<file path="src/rtl/gate_chk_settle_timer.sv">
// Loadable down-counter with zero flag; paces the SETTLE state of the checker.
module gate_chk_settle_timer #(
  parameter int W = 8
) (
  input  logic         clk,
  input  logic         rst,
  input  logic         load,
  input  logic [W-1:0] load_val,
  input  logic         dec,
  output logic         zero
);

  logic [W-1:0] count;

  always_ff @(posedge clk or posedge rst) begin
    if (rst) begin
      count <= '0;
    end else if (load) begin
      count <= load_val;
    end else if (dec && count != '0) begin
      count <= count - W'(1);
    end
  end

  assign zero = (count == '0);

endmodule

</file>
<file path="config.mk">
export PLATFORM = sky130hd
export DESIGN_NAME = gate_chk_settle_timer
export DESIGN_NICKNAME = d
export VERILOG_FILES = /design/src/rtl/gate_chk_settle_timer.sv
export SDC_FILE = /design/constraint.sdc
export NUM_CORES = 1
export LEC_CHECK = 0
export BUFFER_PORTS_ARGS = -buffer_cell sky130_fd_sc_hd__buf_2
export CAP_MARGIN = 5
export CORE_MARGIN = 5
export CORE_UTILIZATION = 25
export DETAILED_ROUTE_END_ITERATION = 12
export GPL_TIMING_DRIVEN = 0
export PLACE_DENSITY = 0.54
export SYNTH_ARGS = -nofsm -noshare
export SYNTH_HDL_FRONTEND = slang
export SYNTH_SLANG_ARGS = --single-unit
export TNS_END_PERCENT = 5
</file>
<file path="constraint.sdc">
create_clock -name clk -period 3.01 [get_ports clk]
set_input_delay 0.602 -clock clk [delete_from_list [all_inputs] [get_ports clk]]
set_output_delay 0.602 -clock clk [all_outputs]
set_load 0.02 [all_outputs]
</file>
==> implementation parameters, run 1 <==
Parameter                              Value

STA
  Measured slew at the worst slew-check pin ... 0.581 ns
  RSZ-0062 raised after global routing ... false
  Peak Freq ... 423 MHz
  Period utilisation layout ... 78.6%
  Setup violators final ... 0
  Max-Slew Margin vs Limit ... 60.7%
  Post-layout minimum cycle time ... 2.37 ns
  Setup TNS after final layout ... 0 ns
  Post-route clock skew ... 0.00840 ns
  Final max-slew violation count ... 0
  Number of hold violations in the final report ... 0
  Fin Hold WS ... 0.281 ns

Outcome
  Status ... finished, final reports clean

Yosys
  Primary flip-flop cell chosen by synthesis mapping ... sky130_fd_sc_hd__dfrtp_1
  Average instance area after synthesis ... 9.35 um2
  Post-synthesis async set-or-reset flop share ... 100%
  Share of synthesized cell area in and, or, nand and nor gates ... 24.2%
  Post-synthesis xor/xnor area fraction ... 7.07%
  Share of the synthesized area in the top cell type ... 40.4%
  Net count of the mapped netlist ... 67
  Leading post-synthesis cells by instance count ... sky130_fd_sc_hd__dfrtp_1, sky130_fd_sc_hd__nand2_1, sky130_fd_sc_hd__o21ai_0
  Synth unique cells ... 28
  Largest family of logic cells by synthesized area ... simple AND/OR/NAND/NOR gates
  Adder-cell share of the synthesized area ... 5.05%
  Cells after Synth ... 53
  Post-synthesis cell type with the largest combined area ... sky130_fd_sc_hd__dfrtp_1
  Total of warnings raised by yosys ... 0
  Top post-synthesis cells by area ... sky130_fd_sc_hd__dfrtp_1, sky130_fd_sc_hd__nand2_1, sky130_fd_sc_hd__ha_1
  Sequential element share of the synthesized area ... 40.4%
  Synthesized-area fraction occupied by ao, oa, aoi and oai cells ... 17.9%
  Portion of netlist area occupied by mux cells ... 2.27%
  Post-synthesis cell area ... 495 um2
  Number of enable-type register cells in the synthesized netlist ... 0
  Number of register bits inferred by synthesis ... 8

Placement
  DP Wirelength ... 871 um
  Final RePlAce weighted congestion ... 0.723
  Cell count after placement ... 92
  Number of port buffers ... 12

Worst setup path
  Cell at the slowest stage of the critical path ... sky130_fd_sc_hd__or4b_4
  Critical R2R Launch ... count[0]$_DFFE_PP0P_
  Series of cell instances along the critical path ... inv_1 > ha_1 > or4b_4 > nor2_1 > buf_2
  Kind of launch point of the worst setup path ... register
  Launch point of the worst path ... count[0]$_DFFE_PP0P_
  Element type at the critical path end ... output pin
  Number of buffer and inverter stages on the critical path ... 2
  Delay of the slowest cell on the worst path ... 0.50 ns
  Worst EP required ... 2.41 ns
  Class of the most critical setup path ... reg -> out
  Top fanout value on the critical path ... 4
  Data arrival time of the critical path ... 1.76 ns
  Cell family with the largest share of critical-path delay ... simple AND/OR/NAND/NOR gates

Power
  Cell area power density ... 462 nW/um2
  Max rail drop VDD ... 0.217 mV
  Static power due to leakage ... 0.260 nW
  Overall power ... 0.000282 W

Detailed routing
  Overall via count from detail_route ... 416
  Remaining antenna violation count after routing ... 0
  Number of DRC violations after detailed-routing iteration 0 ... 2
  WL met2 ... 524 um
  DR top layer ... met4
  Routed wire length ... 1070 um
  Met1 Routed Length ... 484 um
  Average wire per cell in the routed design ... 11.2 um
  Number of search-and-repair iterations in the first detailed-routing pass ... 2
  # DRC ... 0
  Met3 wire length ... 32 um
  Post-DR vias/cell ... 4.38

Clock tree
  Setup repair bufs after CTS ... 0
  CTS hold repair buffers ... 0
  Clock buffer count from CTS ... 3
  Root buffer cell ... sky130_fd_sc_hd__clkbuf_4
  Post-CTS clock slew at the launch and capture registers of the worst setup and hold paths ... 0.06 ns
  Clk sinks ... 8
  Post-cts repair resize count ... 0
  Clock latency reported for the late side of the worst-skew pair ... 0.26 ns
  Number of buffers on the longest clock path ... 2
  Number of H-tree branching levels ... 1
  Clock tree from TritonCTS ... yes

Global routing
  Remaining Overflow, GRT ... 0
  GRT Util Overall ... 9.29%
  Antenna violations before repair ... 0
  Maximum number of pins on one net before global-route repair ... 11
  Wire length of the first global-routing pass ... 1880 um
  Number of global-route vias before repair ... 440

Layout
  Inserted Diodes ... 0
  Core utilization of the finished layout ... 31.8%
  Largest register by flop count ... count
  Flip-flop count of the largest register, all copies and words added ... 8
  Layout Area Growth over Synthesis ... 23.5%
  Non-Filler Instances ... 95
  Ratio of cells with drive above 1 in the final layout ... 27.9%
  Final nets ... 84
  Top Registers ... count x8

Floorplanning
  IO Pins ... 13
  Die span in y ... 54.5 um
  Number of rows created at floorplan ... 16
  Starting density of the core ... 25.8%
  Die footprint ... 2970 um2
  Placeable core area ... 1920 um2
  DIE WIDTH ... 54.5 um

Min path
  Type of the tightest min-delay check ... in -> async

Job
  Count of maximum capacitance violations ... 0
power breakdown:
group,internal (W),switching (W),leakage (nW),total (W)
logic,0.0000313,0.0000330,0.149,0.0000644
registers,0.000120,0.0000136,0.0970,0.000134
clock network,0.0000458,0.0000383,0.0138,0.0000841
cells in the final DEF (no fill, tap or decap), types with 2 or more instances in the layout:
| master | netlist | routed |
|---|---|---|
| sky130_fd_sc_hd__ha_1 | 2 | 2 |
| sky130_fd_sc_hd__xor2_1 | 2 | 2 |
| sky130_fd_sc_hd__nand2_1 | 8 | 8 |
| sky130_fd_sc_hd__buf_2 | 0 | 12 |
| sky130_fd_sc_hd__dfrtp_1 | 8 | 8 |
| sky130_fd_sc_hd__o21ai_0 | 4 | 4 |
| sky130_fd_sc_hd__nor2_1 | 2 | 2 |
| sky130_fd_sc_hd__clkbuf_4 | 0 | 3 |
| sky130_fd_sc_hd__o21ai_1 | 3 | 3 |
| sky130_fd_sc_hd__inv_1 | 3 | 3 |
| sky130_fd_sc_hd__xnor2_1 | 2 | 2 |
stage by stage:
stage,setup WS (ns),area (um2)
6_report,0.644,612
5_1_grt,0.555,612
4_1_cts,0.629,612
3_5_place_dp,0.924,589
3_3_place_gp,0.924,589
2_1_floorplan,0.978,495
worst paths after layout:
check / endpoint / slack [ns] / cells after the start
min reg2reg: count[3]$_DFFE_PP0P_ / 0.54 / 1
max: zero / 0.64 / 5
max in group asynchronous: count[6]$_DFFE_PP0P_ / 2.48 / 2
max reg2reg: count[1]$_DFFE_PP0P_ / 1.12 / 6
min in group clk: count[3]$_DFFE_PP0P_ / 0.54 / 1
min: count[0]$_DFFE_PP0P_ / 0.28 / 2
metal layers:
layer,global-route usage (%),vias up
met5,0,-
met4,6.22,0
met3,3.27,3
met2,15.3,10
met1,9.87,183
li1,-,220
cell type report:
cell class | count | area, um2
fill | 224 | 1310
multi-input combinational | 41 | 280
sequential | 8 | 200
timing repair buffer | 12 | 60.1
tap | 27 | 33.8
clock buffer | 3 | 22.5
inverter | 3 | 11.3
buffer | 1 | 3.75
kinds of logic after synthesis:
logic type | after synthesis
DFF | 8
muxes | 1
AOI/OAI and AO/OA | 14
xor gates and xnor gates | 4
adders and majority gates | 2
buffers and inverters | 4
and+or+nand+nor | 20
worst register-to-register path, stage by stage, from the launching register on:
cell and delay [ns]:
sky130_fd_sc_hd__dfrtp_1 0.38, sky130_fd_sc_hd__inv_1 0.11, sky130_fd_sc_hd__ha_1 0.17, sky130_fd_sc_hd__or4b_4 0.50
sky130_fd_sc_hd__o21ai_2 0.20, sky130_fd_sc_hd__mux2_1 0.34, sky130_fd_sc_hd__o21ai_1 0.11
No activity file was read; power rests on OpenSTA's default activity.
==> inputs of run 2 (changes only) <==
==> constraint.sdc (replaced) <==
create_clock -name clk -period 2.2 [get_ports clk]
set_input_delay 0.44 -clock clk [delete_from_list [all_inputs] [get_ports clk]]
set_output_delay 0.44 -clock clk [all_outputs]
set_load 0.02 [all_outputs]
==> implementation parameters, run 2 (same netlist as run 1, synthesis figures left out) <==
Parameter                              Value

Layout
  Top Registers ... count x8
  Ratio of cells with drive above 1 in the final layout ... 32.9%
  Inserted Diodes ... 0
  Non-Filler Instances ... 97
  Layout Area Growth over Synthesis ... 27.5%
  Commonest cells after routing, fill and taps aside ... sky130_fd_sc_hd__buf_2, sky130_fd_sc_hd__nand2_1, sky130_fd_sc_hd__dfrtp_1, sky130_fd_sc_hd__o21ai_0
  Most common cell after layout, fill and taps aside ... sky130_fd_sc_hd__buf_2
  Flip-flop count of the largest register, all copies and words added ... 8
  Core utilization of the finished layout ... 32.9%
  Final nets ... 86
  Largest register by flop count ... count

Worst setup path
  Top fanout value on the critical path ... 3
  Cell at the slowest stage of the critical path ... sky130_fd_sc_hd__or4b_4
  Critical R2R Launch ... count[0]$_DFFE_PP0P_
  Class of the most critical setup path ... reg -> out
  Launch point of the worst path ... count[0]$_DFFE_PP0P_
  Kind of launch point of the worst setup path ... register
  Series of cell instances along the critical path ... inv_2 > ha_1 > or4b_4 > nor2_2 > buf_4
  Slack of the worst reg-to-reg path ... 0.23 ns
  R2r endpoint ... count[1]$_DFFE_PP0P_
  Data arrival time of the critical path ... 1.68 ns
  CP endpoint ... zero
  Depth of the worst register-to-register path ... 7
  Worst EP required ... 1.76 ns
  Delay of the slowest cell on the worst path ... 0.48 ns
  Element type at the critical path end ... output pin

Detailed routing
  Number of search-and-repair iterations in the first detailed-routing pass ... 2
  Average wire per cell in the routed design ... 11.4 um
  Overall via count from detail_route ... 423
  Post-DR vias/cell ... 4.36
  Number of DRC violations after detailed-routing iteration 0 ... 8
  # DRC ... 0
  Routed wire length ... 1100 um
  Remaining antenna violation count after routing ... 0

Global routing
  GRT Max-Usage Layer ... met2
  Maximum number of pins on one net before global-route repair ... 11
  Remaining Overflow, GRT ... 0
  Wire length of the first global-routing pass ... 1880 um
  Antenna violations before repair ... 0
  GRT Util Overall ... 9.29%
  Global routing met3 resource utilization ... 3.27%
  Fraction of met2 tracks used by global routing ... 15.3%
  Number of global-route vias before repair ... 440
  Global-route met1 utilization ... 9.87%

Clock tree
  Clock latency reported for the late side of the worst-skew pair ... 0.25 ns
  Number of H-tree branching levels ... 1
  Clock buffer count from CTS ... 3
  Root buffer cell ... sky130_fd_sc_hd__clkbuf_4
  Clk sinks ... 8
  Number of buffers on the longest clock path ... 2
  Post-CTS clock slew at the launch and capture registers of the worst setup and hold paths ... 0.06 ns
  Clock tree from TritonCTS ... yes
  CTS hold repair buffers ... 0

Min path
  Type of the tightest min-delay check ... in -> async

Floorplanning
  Number of rows created at floorplan ... 16
  Starting density of the core ... 25.8%
  DIE WIDTH ... 54.5 um
  Die footprint ... 2970 um2
  Die span in y ... 54.5 um
  Placeable core area ... 1920 um2
  IO Pins ... 13

STA
  Post-layout minimum cycle time ... 2.12 ns
  Number of hold violations in the final report ... 0
  Setup violators final ... 0
  Post-route clock skew ... 0.00878 ns
  Period utilisation layout ... 96.2%
  Final max-slew violation count ... 0
  Measured slew at the worst slew-check pin ... 0.580 ns
  Max-Slew Margin vs Limit ... 60.8%
  RSZ-0062 raised after global routing ... false
  Peak Freq ... 473 MHz
  Setup TNS after final layout ... 0 ns

Placement
  DP Wirelength ... 871 um
  Number of port buffers ... 12
  Cell count after placement ... 92
  Final RePlAce weighted congestion ... 0.723

Outcome
  Status ... finished, final reports clean

Power
  Cell area power density ... 618 nW/um2
  Max rail drop VDD ... 0.311 mV
  Static power due to leakage ... 0.267 nW

Job
  Count of maximum capacitance violations ... 0
## run 2: changes by cell type in the layout (fill, tap and decap cells not counted)
cell and change:
sky130_fd_sc_hd__nor2_2 +1, sky130_fd_sc_hd__inv_1 -1, sky130_fd_sc_hd__buf_2 -1, sky130_fd_sc_hd__nor2_1 -1
sky130_fd_sc_hd__buf_4 +3, sky130_fd_sc_hd__inv_2 +1
## run 2: routing by layer
metal  vias up  routed length (um)
met3         0                  31
li1        224                   -
met4         0                   0
met1       192                 485
met5         -                   0
met2         7                 586
## run 2: cell type report
cell class | count | area, um2
Fill cell | 225 | 1290
Multi-Input combinational cell | 41 | 283
Sequential cell | 8 | 200
Timing Repair Buffer | 14 | 77.6
Tap cell | 27 | 33.8
Clock buffer | 3 | 22.5
Inverter | 3 | 11.3
Buffer | 1 | 3.75
## run 2: critical path: cells and delay by family (launching register included)
family	cells	cell delay (ns)
fa+ha+maj	1	0.16
buf+inv	2	0.24
flops	1	0.39
simple gates	2	0.63
## run 2: timing repair
| action | CTS | global route |
|---|---|---|
| setup endpoints to repair | 1 | 1 |
| resized for setup | 2 | 1 |
| cloned | 0 | 0 |
| setup buffers | 0 | 2 |
## run 2: per-stage QoR
stage,instance area [um2],worst slack (ns),total power (W),hold WS (ns)
floorplan,495,0.330,0.000247,0.256
global placement,589,0.276,0.000272,0.412
detailed placement,589,0.276,0.000275,0.413
CTS,617,0.0240,0.000396,0.134
global route,632,0.000816,0.000429,0.135
finish,632,0.0846,0.000390,0.123
## run 2: power by group
group | total [W] | internal [W] | switching, W
clock network | 0.000113 | 0.0000625 | 0.0000507
logic | 0.0000930 | 0.0000463 | 0.0000466
registers | 0.000184 | 0.000165 | 0.0000194
## run 2: worst min path at each step
| stage | slack, ns | depth (start not counted) | startpoint | end |
|---|---|---|---|---|
| 6_report | 0.12 | 2 | rst | count[0]$_DFFE_PP0P_ |
| 5_1_grt | 0.13 | 2 | rst | count[0]$_DFFE_PP0P_ |
| 4_1_cts | 0.13 | 2 | rst | count[0]$_DFFE_PP0P_ |
| 3_5_place_dp | 0.41 | 2 | rst | count[1]$_DFFE_PP0P_ |
| 3_3_place_gp | 0.41 | 2 | rst | count[5]$_DFFE_PP0P_ |
| 2_1_floorplan | 0.26 | 1 | rst | count[0]$_DFFE_PP0P_ |
